## src/rtl/game_pkg.sv

```systemverilog
// Shared types and constants for the game-flow controller and its score counter.
package game_pkg;

    typedef enum logic [2:0] {
        ST_IDLE    = 3'd0,
        ST_PLAY    = 3'd1,
        ST_RESPAWN = 3'd2,
        ST_OVER    = 3'd3,
        ST_PAUSE   = 3'd4
    } state_t;

    typedef logic [3:0] bcd_digit_t;

    localparam int          DIGITS        = 4;
    localparam logic [15:0] SCORE_MAX_BCD = 16'h9999;

endpackage

```

## src/rtl/game_sequencer_if.sv

```systemverilog
// Player/world signal bundle between the sequencer (slave) and its surroundings (master).
interface game_sequencer_if;
    logic        start;
    logic        frame_tick;
    logic        key_left;
    logic        key_right;
    logic        key_fire;
    logic        key_pause;
    logic        enemy_hit;
    logic        player_hit;
    logic [2:0]  state;
    logic [2:0]  lives;
    logic [15:0] score;
    logic        move_left;
    logic        move_right;
    logic        fire_req;
    logic        world_run;
    logic        game_over;

    modport slave (
        input  start, frame_tick, key_left, key_right, key_fire, key_pause,
               enemy_hit, player_hit,
        output state, lives, score, move_left, move_right, fire_req,
               world_run, game_over
    );

    modport master (
        output start, frame_tick, key_left, key_right, key_fire, key_pause,
               enemy_hit, player_hit,
        input  state, lives, score, move_left, move_right, fire_req,
               world_run, game_over
    );
endinterface

```

## src/rtl/bcd_score_counter.sv

```systemverilog
// Four-digit ripple-carry BCD score counter with synchronous clear, saturating at 9999.
module bcd_score_counter
    import game_pkg::*;
(
    input  logic        clk,
    input  logic        reset,
    input  logic        clear,
    input  logic        inc,
    output logic [15:0] score
);

    bcd_digit_t [DIGITS-1:0] digits;
    bcd_digit_t [DIGITS-1:0] digits_next;
    logic                    carry;

    always_comb begin
        digits_next = digits;
        carry       = 1'b1;
        if (digits != SCORE_MAX_BCD) begin
            for (int i = 0; i < DIGITS; i++) begin
                if (carry) begin
                    if (digits[i] == 4'd9) begin
                        digits_next[i] = 4'd0;
                    end else begin
                        digits_next[i] = digits[i] + 4'd1;
                        carry          = 1'b0;
                    end
                end
            end
        end
    end

    always_ff @(posedge clk) begin
        if (reset || clear) begin
            digits <= '0;
        end else if (inc) begin
            digits <= digits_next;
        end
    end

    assign score = digits;

endmodule

```

## src/rtl/game_sequencer.sv

```systemverilog
// Game-flow controller: match phases, per-frame move/fire commands, lives and BCD score.
// Optional pause support is built when GAME_SEQUENCER_PAUSE_EN is defined.
//
// state   | meaning
// IDLE    | attract, waiting for a start press
// PLAY    | world running, keys become move/fire pulses on frame_tick
// RESPAWN | player was hit, world frozen for RESPAWN_FRAMES ticks
// OVER    | no lives left, game_over shown for OVER_FRAMES ticks
// PAUSE   | frozen until the next key_pause (optional build only)
module game_sequencer
    import game_pkg::*;
#(
    parameter int LIVES          = 3,
    parameter int FIRE_COOLDOWN  = 8,
    parameter int RESPAWN_FRAMES = 60,
    parameter int OVER_FRAMES    = 180
) (
    input  logic board_clk,
    input  logic reset,
    game_sequencer_if.slave bus
);

    logic       start_meta, start_sync, start_prev, start_edge;
    state_t     st;
    logic [2:0] lives_q;
    logic [7:0] cooldown, timer;
    logic       move_left_q, move_right_q, fire_q, world_run_q, game_over_q;
    logic       pause_req;
    logic       score_clear, score_inc;

`ifdef GAME_SEQUENCER_PAUSE_EN
    assign pause_req = bus.key_pause;
`else
    assign pause_req = 1'b0;
`endif

    always_ff @(posedge board_clk) begin
        if (reset) begin
            start_meta <= 1'b0;
            start_sync <= 1'b0;
            start_prev <= 1'b0;
        end else begin
            start_meta <= bus.start;
            start_sync <= start_meta;
            start_prev <= start_sync;
        end
    end

    assign start_edge  = start_sync & ~start_prev;
    assign score_clear = (st == ST_IDLE) && start_edge;
    assign score_inc   = (st == ST_PLAY) && bus.enemy_hit && !pause_req;

    always_ff @(posedge board_clk) begin
        if (reset) begin
            st           <= ST_IDLE;
            lives_q      <= 3'd0;
            cooldown     <= 8'd0;
            timer        <= 8'd0;
            move_left_q  <= 1'b0;
            move_right_q <= 1'b0;
            fire_q       <= 1'b0;
            world_run_q  <= 1'b0;
            game_over_q  <= 1'b0;
        end else begin
            move_left_q  <= 1'b0;
            move_right_q <= 1'b0;
            fire_q       <= 1'b0;
            case (st)
                ST_IDLE: begin
                    if (start_edge) begin
                        st          <= ST_PLAY;
                        lives_q     <= 3'(LIVES);
                        cooldown    <= 8'd0;
                        world_run_q <= 1'b1;
                    end
                end
                ST_PLAY: begin
                    if (pause_req) begin
                        st          <= ST_PAUSE;
                        world_run_q <= 1'b0;
                    end else begin
                        if (bus.frame_tick) begin
                            move_left_q  <= bus.key_left & ~bus.key_right;
                            move_right_q <= bus.key_right & ~bus.key_left;
                            if (bus.key_fire && cooldown == 8'd0) begin
                                fire_q   <= 1'b1;
                                cooldown <= 8'(FIRE_COOLDOWN - 1);
                            end else if (cooldown != 8'd0) begin
                                cooldown <= cooldown - 8'd1;
                            end
                        end
                        // A hit overrides any cooldown loaded by a coincident tick.
                        if (bus.player_hit) begin
                            lives_q     <= lives_q - 3'd1;
                            world_run_q <= 1'b0;
                            if (lives_q == 3'd1) begin
                                st          <= ST_OVER;
                                timer       <= 8'(OVER_FRAMES);
                                game_over_q <= 1'b1;
                            end else begin
                                st       <= ST_RESPAWN;
                                timer    <= 8'(RESPAWN_FRAMES);
                                cooldown <= 8'd0;
                            end
                        end
                    end
                end
                ST_RESPAWN: begin
                    if (bus.frame_tick) begin
                        timer <= timer - 8'd1;
                        if (timer == 8'd1) begin
                            st          <= ST_PLAY;
                            world_run_q <= 1'b1;
                        end
                    end
                end
                ST_OVER: begin
                    if (bus.frame_tick) begin
                        timer <= timer - 8'd1;
                        if (timer == 8'd1) begin
                            st          <= ST_IDLE;
                            game_over_q <= 1'b0;
                        end
                    end
                end
`ifdef GAME_SEQUENCER_PAUSE_EN
                ST_PAUSE: begin
                    if (pause_req) begin
                        st          <= ST_PLAY;
                        world_run_q <= 1'b1;
                    end
                end
`endif
                default: begin
                    st          <= ST_IDLE;
                    world_run_q <= 1'b0;
                    game_over_q <= 1'b0;
                end
            endcase
        end
    end

    bcd_score_counter u_score (
        .clk   (board_clk),
        .reset (reset),
        .clear (score_clear),
        .inc   (score_inc),
        .score (bus.score)
    );

    assign bus.state      = st;
    assign bus.lives      = lives_q;
    assign bus.move_left  = move_left_q;
    assign bus.move_right = move_right_q;
    assign bus.fire_req   = fire_q;
    assign bus.world_run  = world_run_q;
    assign bus.game_over  = game_over_q;

endmodule

```

## src/flat_wrapper.sv

```systemverilog
// flat-port wrapper written by rule: the top's interface ports become plain ports
module game_sequencer_flat import game_pkg::*;
#(
    parameter int LIVES          = 3,
    parameter int FIRE_COOLDOWN  = 8,
    parameter int RESPAWN_FRAMES = 60,
    parameter int OVER_FRAMES    = 180
)
  (board_clk, reset, bus_start, bus_frame_tick, bus_key_left, bus_key_right, bus_key_fire, bus_key_pause, bus_enemy_hit, bus_player_hit, bus_state, bus_lives, bus_score, bus_move_left, bus_move_right, bus_fire_req, bus_world_run, bus_game_over);
  game_sequencer_if bus_i ();
  input  logic board_clk;
  input  logic reset;
  input wire logic [$bits(bus_i.start)-1:0] bus_start;
  input wire logic [$bits(bus_i.frame_tick)-1:0] bus_frame_tick;
  input wire logic [$bits(bus_i.key_left)-1:0] bus_key_left;
  input wire logic [$bits(bus_i.key_right)-1:0] bus_key_right;
  input wire logic [$bits(bus_i.key_fire)-1:0] bus_key_fire;
  input wire logic [$bits(bus_i.key_pause)-1:0] bus_key_pause;
  input wire logic [$bits(bus_i.enemy_hit)-1:0] bus_enemy_hit;
  input wire logic [$bits(bus_i.player_hit)-1:0] bus_player_hit;
  output wire logic [$bits(bus_i.state)-1:0] bus_state;
  output wire logic [$bits(bus_i.lives)-1:0] bus_lives;
  output wire logic [$bits(bus_i.score)-1:0] bus_score;
  output wire logic [$bits(bus_i.move_left)-1:0] bus_move_left;
  output wire logic [$bits(bus_i.move_right)-1:0] bus_move_right;
  output wire logic [$bits(bus_i.fire_req)-1:0] bus_fire_req;
  output wire logic [$bits(bus_i.world_run)-1:0] bus_world_run;
  output wire logic [$bits(bus_i.game_over)-1:0] bus_game_over;
  assign bus_i.start = bus_start;
  assign bus_i.frame_tick = bus_frame_tick;
  assign bus_i.key_left = bus_key_left;
  assign bus_i.key_right = bus_key_right;
  assign bus_i.key_fire = bus_key_fire;
  assign bus_i.key_pause = bus_key_pause;
  assign bus_i.enemy_hit = bus_enemy_hit;
  assign bus_i.player_hit = bus_player_hit;
  assign bus_state = bus_i.state;
  assign bus_lives = bus_i.lives;
  assign bus_score = bus_i.score;
  assign bus_move_left = bus_i.move_left;
  assign bus_move_right = bus_i.move_right;
  assign bus_fire_req = bus_i.fire_req;
  assign bus_world_run = bus_i.world_run;
  assign bus_game_over = bus_i.game_over;
  game_sequencer #(.LIVES(LIVES), .FIRE_COOLDOWN(FIRE_COOLDOWN), .RESPAWN_FRAMES(RESPAWN_FRAMES), .OVER_FRAMES(OVER_FRAMES)) u_core (.board_clk(board_clk), .reset(reset), .bus(bus_i));
endmodule
```

## config.mk

```make
export PLATFORM = sky130hd
export DESIGN_NAME = game_sequencer_flat
export DESIGN_NICKNAME = d
export VERILOG_FILES = /design/src/rtl/game_pkg.sv /design/src/rtl/game_sequencer_if.sv /design/src/rtl/bcd_score_counter.sv /design/src/rtl/game_sequencer.sv /design/src/flat_wrapper.sv
export SDC_FILE = /design/constraint.sdc
export NUM_CORES = 1
export LEC_CHECK = 0
export ABC_AREA = 1
export CAP_MARGIN = 20
export CORE_MARGIN = 3
export CORE_UTILIZATION = 48
export CTS_CLUSTER_DIAMETER = 150
export DETAILED_ROUTE_END_ITERATION = 10
export PLACE_DENSITY = 0.81
export RECOVER_POWER = 25
export SLEW_MARGIN = 30
export SYNTH_ARGS = -nofsm -noshare
export SYNTH_HDL_FRONTEND = slang
export SYNTH_SLANG_ARGS = --single-unit
```

## constraint.sdc

```tcl
create_clock -name board_clk -period 1.2 [get_ports board_clk]
set_input_delay 0.18 -clock board_clk [delete_from_list [all_inputs] [get_ports board_clk]]
set_output_delay 0.18 -clock board_clk [all_outputs]
set_load 0.02 [all_outputs]
```

==> results of run 1 <==
power by group:
part	internal (mW)	leakage, nW	switching, mW	total [mW]
Combinational	1.16	1.38	1.64	2.80
Sequential	1.64	0.380	0.156	1.80
Clock	0.416	0.0395	0.545	0.960
cell families after synthesis:
| group | count (synthesis) | synth area share |
|---|---|---|
| flip-flops | 45 | 0.372 |
| AND/OR/NAND/NOR | 185 | 0.331 |
| AO/OA/AOI/OAI | 58 | 0.125 |
| adder cells (fa/ha/maj) | 5 | 0.0258 |
| other | 1 | 0.00155 |
| XOR/XNOR | 11 | 0.0398 |
| buffers and inverters | 64 | 0.105 |
critical path, cell delays in order (launching register included):
cell and delay (ns):
dfxtp_1 0.35, nor2_2 0.19, nand2_2 0.14, nor3_4 0.26
nand2_2 0.13, nand2_2 0.11, nand2_2 0.07, a21oi_2 0.12
stage by stage:
step           cell area (um2)  hold WS, ns
2_1_floorplan             2540        0.258
3_3_place_gp              3440        0.396
3_5_place_dp              3440        0.401
4_1_cts                   3840        0.392
5_1_grt                   4190        0.409
6_report                  4190        0.401
per-layer routing:
metal	part of all wire	GRT usage
met1	0.36	0.283
met2	0.54	0.497
met3	0.055	0.0434
met4	0.049	0.0996
met5	0	0
path summary, 6_finish.rpt:
kind | slack [ns] | depth (start not counted) | endpoint | start
min reg2reg | 0.42 | 2 | u_core.start_sync | u_core.start_meta
max | -0.25 | 7 | u_core.bus.world_run | u_core.timer[2]
min | 0.40 | 3 | u_core.start_meta | bus_start
max reg2reg | -0.25 | 7 | u_core.bus.world_run | u_core.timer[2]
flip-flops by register name, indices dropped and copies added (netlist names), 2 cells and up:
register	count
u_core.bus.state	2
u_core.cooldown	8
u_core.u_score.score	16
u_core.timer	8
u_core.bus.lives	3
cell type report:
cell class                      instances  area (um2)
Multi-Input combinational cell        260        1850
Timing Repair Buffer                  117         966
Sequential cell                        45         960
Fill cell                             236         598
Inverter                               57         249
Tap cell                               67        83.8
Clock buffer                            8        80.1
Yosys cell counts, types with 2 or more instances:
| master | instances | share of area |
|---|---|---|
| nor2_1 | 34 | 0.053 |
| nand4_1 | 3 | 0.0078 |
| ha_1 | 5 | 0.026 |
| nor3_1 | 4 | 0.0083 |
| nor2_4 | 2 | 0.0093 |
| nand2_2 | 7 | 0.018 |
| nand3_1 | 31 | 0.064 |
| a21oi_1 | 35 | 0.072 |
| inv_1 | 50 | 0.078 |
| o211ai_1 | 2 | 0.0062 |
| xnor2_1 | 2 | 0.0072 |
| xor2_1 | 9 | 0.033 |
| o21ai_0 | 15 | 0.031 |
| dfxtp_1 | 45 | 0.37 |
| a31oi_1 | 2 | 0.0052 |
| inv_2 | 6 | 0.0093 |
| nor2_2 | 2 | 0.0052 |
| o21ai_1 | 2 | 0.0041 |
| buf_2 | 2 | 0.0041 |
| clkbuf_1 | 3 | 0.0047 |
| nand2_1 | 99 | 0.15 |
what timing repair did:
item                                    CTS  global route
endpoints found under the setup margin   61            51
gates resized for setup                 161           102
setup buffers                            10            10
pin swaps                                39            42
==> results.md, run 1 <==
* Commonest non-fill, non-tap cell in the layout: buf_4
* Die Area at around 5900 um2
* Tmin final at 1.45 ns
* Peak fanout along the critical path at 3
* Type of element launching the critical path: flop
* Total chip power at between 5 and 6 mW
* Vias per inst at roughly 5.5
* Largest net degree at the start of global routing at 22
* Count of different cell masters after synthesis at 30
* # IOs at 37
* CTS root buf: clkbuf_8
* TritonRoute pass-1 iters at 7
* Hold Buf Count CTS at 0
* RSZ-0062 raised after global routing: yes
* Via Count at 3049
* Outcome: finished, violations left
* Post-Syn Area per Cell at between 6 and 7 um2
* Max frequency at between 600 and 700 MHz
* Clk slew on worst S/H paths at 0.09 ns
* Pins Over Slew Limit at 0
* Final Net Count at 501
* Post-synth ARST share at 0
* # setup viols final at 38
* Grt ovf at 0
* Ys Warns at 0
* Slew HR at 0.589
* Worst Path Required at approximately 1.4 ns
* Core area at about 4800 um2
* Pre-CTS WS at -0.344 ns
* H-tree depth at 2
* Share of cells above drive strength 1 at 0.559
* Final Hold Fails at 0
* Antenna cells at 0
* PD cells at around 1300 nW/um2
* Port Buf Inserts at 34
* Primary FF master, synth: dfxtp_1
* DP Wirelength at 4620 um
* Total CTS buffers at 5
* Clock Latency Late Sink at roughly 0.31 ns
* Final std cells w/o fill at about 550
* Number of global-route vias before repair at roughly 2900
* Rows at 25
* Final RePlAce weighted congestion at between 0.8 and 0.9
* Leakage power at 1.80 nW
* Die X at 77.0 um
* Seq/Total Area, Yosys at 0.372
* Die Height at 77.0 um
* Worst-margin pin slew at a little over 0.6 ns
* VDD IR-drop max at about 0.0011 V
* Fin worst setup slack at -0.250 ns
* CP Class: flop to flop
* Fin crit share at 1.21
* Commonest cells after routing, fill and taps aside: buf_4, nand2_1, inv_1, nand2_2
* Clock Skews at approximately 0.0038 ns
* Global-route wire length before repair at roughly 13000 um
* Failing checks: setup timing
* Antenna Nets Post-Route at 0
* Fin util at 0.875
* Iter 0 DRT Violations at approximately 190
* Max_cap viols at 0
* CTS Sinks at 45
* Total GRT Usage at 0.260
* Syn Nets at about 380
* Wire length per cell at approximately 17 um
* Total Wirelength at roughly 9500 um
* Setup Total Neg Slack at -4.85 ns
* Post-synthesis instance area at 2420 um2
* EDFF count, synth at 0
* CP Data Arrival Time at 1.68 ns
* DRC Markers at 0
* #FFs+latches synth at 45
* Hold Path Class: input port to flop
* CTS tree: yes
* CTS Buffer Depth at 2
* Inst Count DP at ~530
* Initial Util at 0.506
* Initial antenna violation count at 0
* Layout overhead on the synthesized area at 73.0%
* Synth Instances at roughly 370
* CP endpoint kind: flop
Power figures use the tool's default switching activity.
==> run 2, diff against run 1 <==
- CORE_MARGIN: 3 -> 2
==> run 2 against run 1 <==
  * The run still ends with setup timing left
  * Routed wire length down 3.7%
  * Hold slack got worse by 0.029 ns
  * Sequential share of layout area about the same
  * Register-to-register slack gained 0.05 ns
  * Highest routed layer unchanged
==> results.md, run 2 (synthesis gave the netlist of run 1 again) <==
* CTS Sinks at 45 (unchanged)
* TritonRoute pass-1 iters at 5 (-2)
* Layout overhead on the synthesized area at 72.7%
* Die Area at 5630 um2 (-5.1%)
* Clk slew on worst S/H paths at 0.09 ns (about the same)
* Total Wirelength at 9170 um (-3.7%)
* Worst Path Required at 1.44 ns (about the same)
* Number of global-route vias before repair at 2827 (-1.1%)
* Tmin final at 1.40 ns (-0.0469 ns)
* Commonest non-fill, non-tap cell in the layout: nand2_1
* Largest register FFs at 16 (unchanged)
* Final Hold Fails at 0 (unchanged)
* Largest net degree at the start of global routing at 22 (unchanged)
* CP max-delay cell: dfxtp_2
* Max stage delay on crit path at 0.33 ns (-0.02 ns)
* Core area at 4790 um2 (unchanged)
* Failing checks: setup timing
* Type of element launching the critical path: flop
* Wire length per cell at 16.5 um (-3.9%)
* # IOs at 37 (unchanged)
* Worst path bufs/invs at 3 (+3)
* Total GRT Usage at 0.270 (+0.0102)
* Global-route wire length before repair at 11800 um (-8.1%)
* Fin worst setup slack at -0.203 ns (+0.0469 ns)
* Total CTS buffers at 5 (unchanged)
* PD cells at 1310 nW/um2 (-1.1%)
* DRC Markers at 0 (unchanged)
* CP Data Arrival Time at 1.64 ns (-0.04 ns)
* Antenna Nets Post-Route at 0 (unchanged)
* Iter 0 DRT Violations at 202 (+4.1%)
* # setup viols final at 39 (+2.6%)
* Peak fanout along the critical path at 6 (+3)
* Pre-CTS WS at -0.365 ns (-0.0209 ns)
* Vias per inst at 5.49 (-0.31%)
* Port Buf Inserts at 34 (unchanged)
* Hold Buf Count CTS at 0 (unchanged)
* Die X at 75.0 um (-2.6%)
* CP endpoint kind: flop
* Area occupied by multi-input gates at 1790 um2 (-3.1%)
* RSZ-0062 raised after global routing: yes
* Outcome: finished, violations left
* Max frequency at 713 MHz (+3.3%)
* CTS root buf: clkbuf_8
* H-tree depth at 2 (unchanged)
* Reg area at 960 um2 (unchanged)
* Hold Path Class: input port to flop
* CP most frequent cell: nand2_4
* Via Count at 3045 (-0.13%)
* Die Height at 75.0 um (-2.6%)
* Initial antenna violation count at 0 (unchanged)
* CP Class: flop to flop
* Commonest cells after routing, fill and taps aside: nand2_1, buf_4, inv_1, buf_6, nand3_1
* Crit path launch: u_core.u_score.score[9]
* Rows at 25 (unchanged)
* Reg2reg start: u_core.u_score.score[9]
* Hold Crit Start: bus_player_hit
* Pins Over Slew Limit at 0 (unchanged)
* Grt ovf at 0 (unchanged)
* CTS tree: yes
* Crit path max-delay family: simple AND/OR/NAND/NOR gates
* Leakage power at 1.85 nW (+2.6%)
* DP Wirelength at 4700 um (+1.7%)
* Fin crit share at 1.17 (-0.0391)
* Max_cap viols at 0 (unchanged)
* Clock Skews at 0.0114 ns (+0.00762 ns)
* Filler cells at 237 (+0.42%)
* Share of cells above drive strength 1 at 0.537 (-0.0216)
* Critical path cell sequence: inv_2, nand2_2, nor2_4, nand2_4, nand2_4, nand2_8, buf_12, clkinv_8, nand2_4, a21oi_2
* Setup Total Neg Slack at -3.37 ns (+1.48 ns)
* Final RePlAce weighted congestion at 0.868 (+0.31%)
* Final Net Count at 502 (+0.20%)
* Antenna cells at 0 (unchanged)
* Initial Util at 0.506 (unchanged)
* VDD IR-drop max at 0.00110 V (-1.8%)
* CTS Buffer Depth at 2 (unchanged)
* Clock Latency Late Sink at 0.31 ns (about the same)
run 2: final timing paths:
path,slack [ns],to,depth (start not counted)
hold / removal,0.37,u_core.bus.state[1],3
setup / recovery,-0.20,u_core.u_score.score[3],10
setup reg to reg,-0.20,u_core.u_score.score[3],10
hold reg to reg,0.42,u_core.start_sync,2
run 2: worst min-delay path, cell delays in order:
cell and delay (ns):
dlymetal6s2s_1 0.18, nand2_2 0.18, a21oi_1 0.09
run 2: layout make-up:
| type | count | share of cell area |
|---|---|---|
| multi-input combinational | 260 | 0.428 |
| timing repair buffer | 118 | 0.238 |
| sequential | 45 | 0.230 |
| inverter | 57 | 0.0598 |
| clock buffer | 7 | 0.0233 |
| tap | 67 | 0.0200 |
| clock inverter | 1 | 0.00120 |
run 2: where the power goes:
| group | total [mW] | switching (mW) | internal [mW] |
|---|---|---|---|
| sequential | 1.78 | 0.144 | 1.64 |
| combinational | 2.63 | 1.50 | 1.13 |
| clock | 1.08 | 0.540 | 0.535 |
| total | 5.49 | 2.19 | 3.31 |
run 2: metrics by stage:
stage          hold WS, ns  instance area [um2]  utilization  std cells  total power [mW]
3_3_place_gp         0.398                 3420        0.715        526              3.45
3_5_place_dp         0.401                 3420        0.715        526              3.51
5_1_grt              0.419                 4180        0.874        555              5.74
2_1_floorplan        0.258                 2540            -        369              2.82
4_1_cts              0.383                 3810        0.797        547              4.92
6_report             0.372                 4180        0.874        555              5.49
run 2: metal layers:
metal	vias up	global-route usage	part of all wire
li1	1406	-	-
met1	1441	0.295	0.35
met2	156	0.508	0.55
met3	42	0.0469	0.056
met4	0	0.115	0.042
met5	-	0	0
run 2: what timing repair did:
| item | 4_1_cts | 5_1_grt |
|---|---|---|
| setup buffers | 13 | 9 |
| resized for setup | 148 | 110 |
| endpoints found under the setup margin | 57 | 49 |
| pin swaps | 41 | 45 |
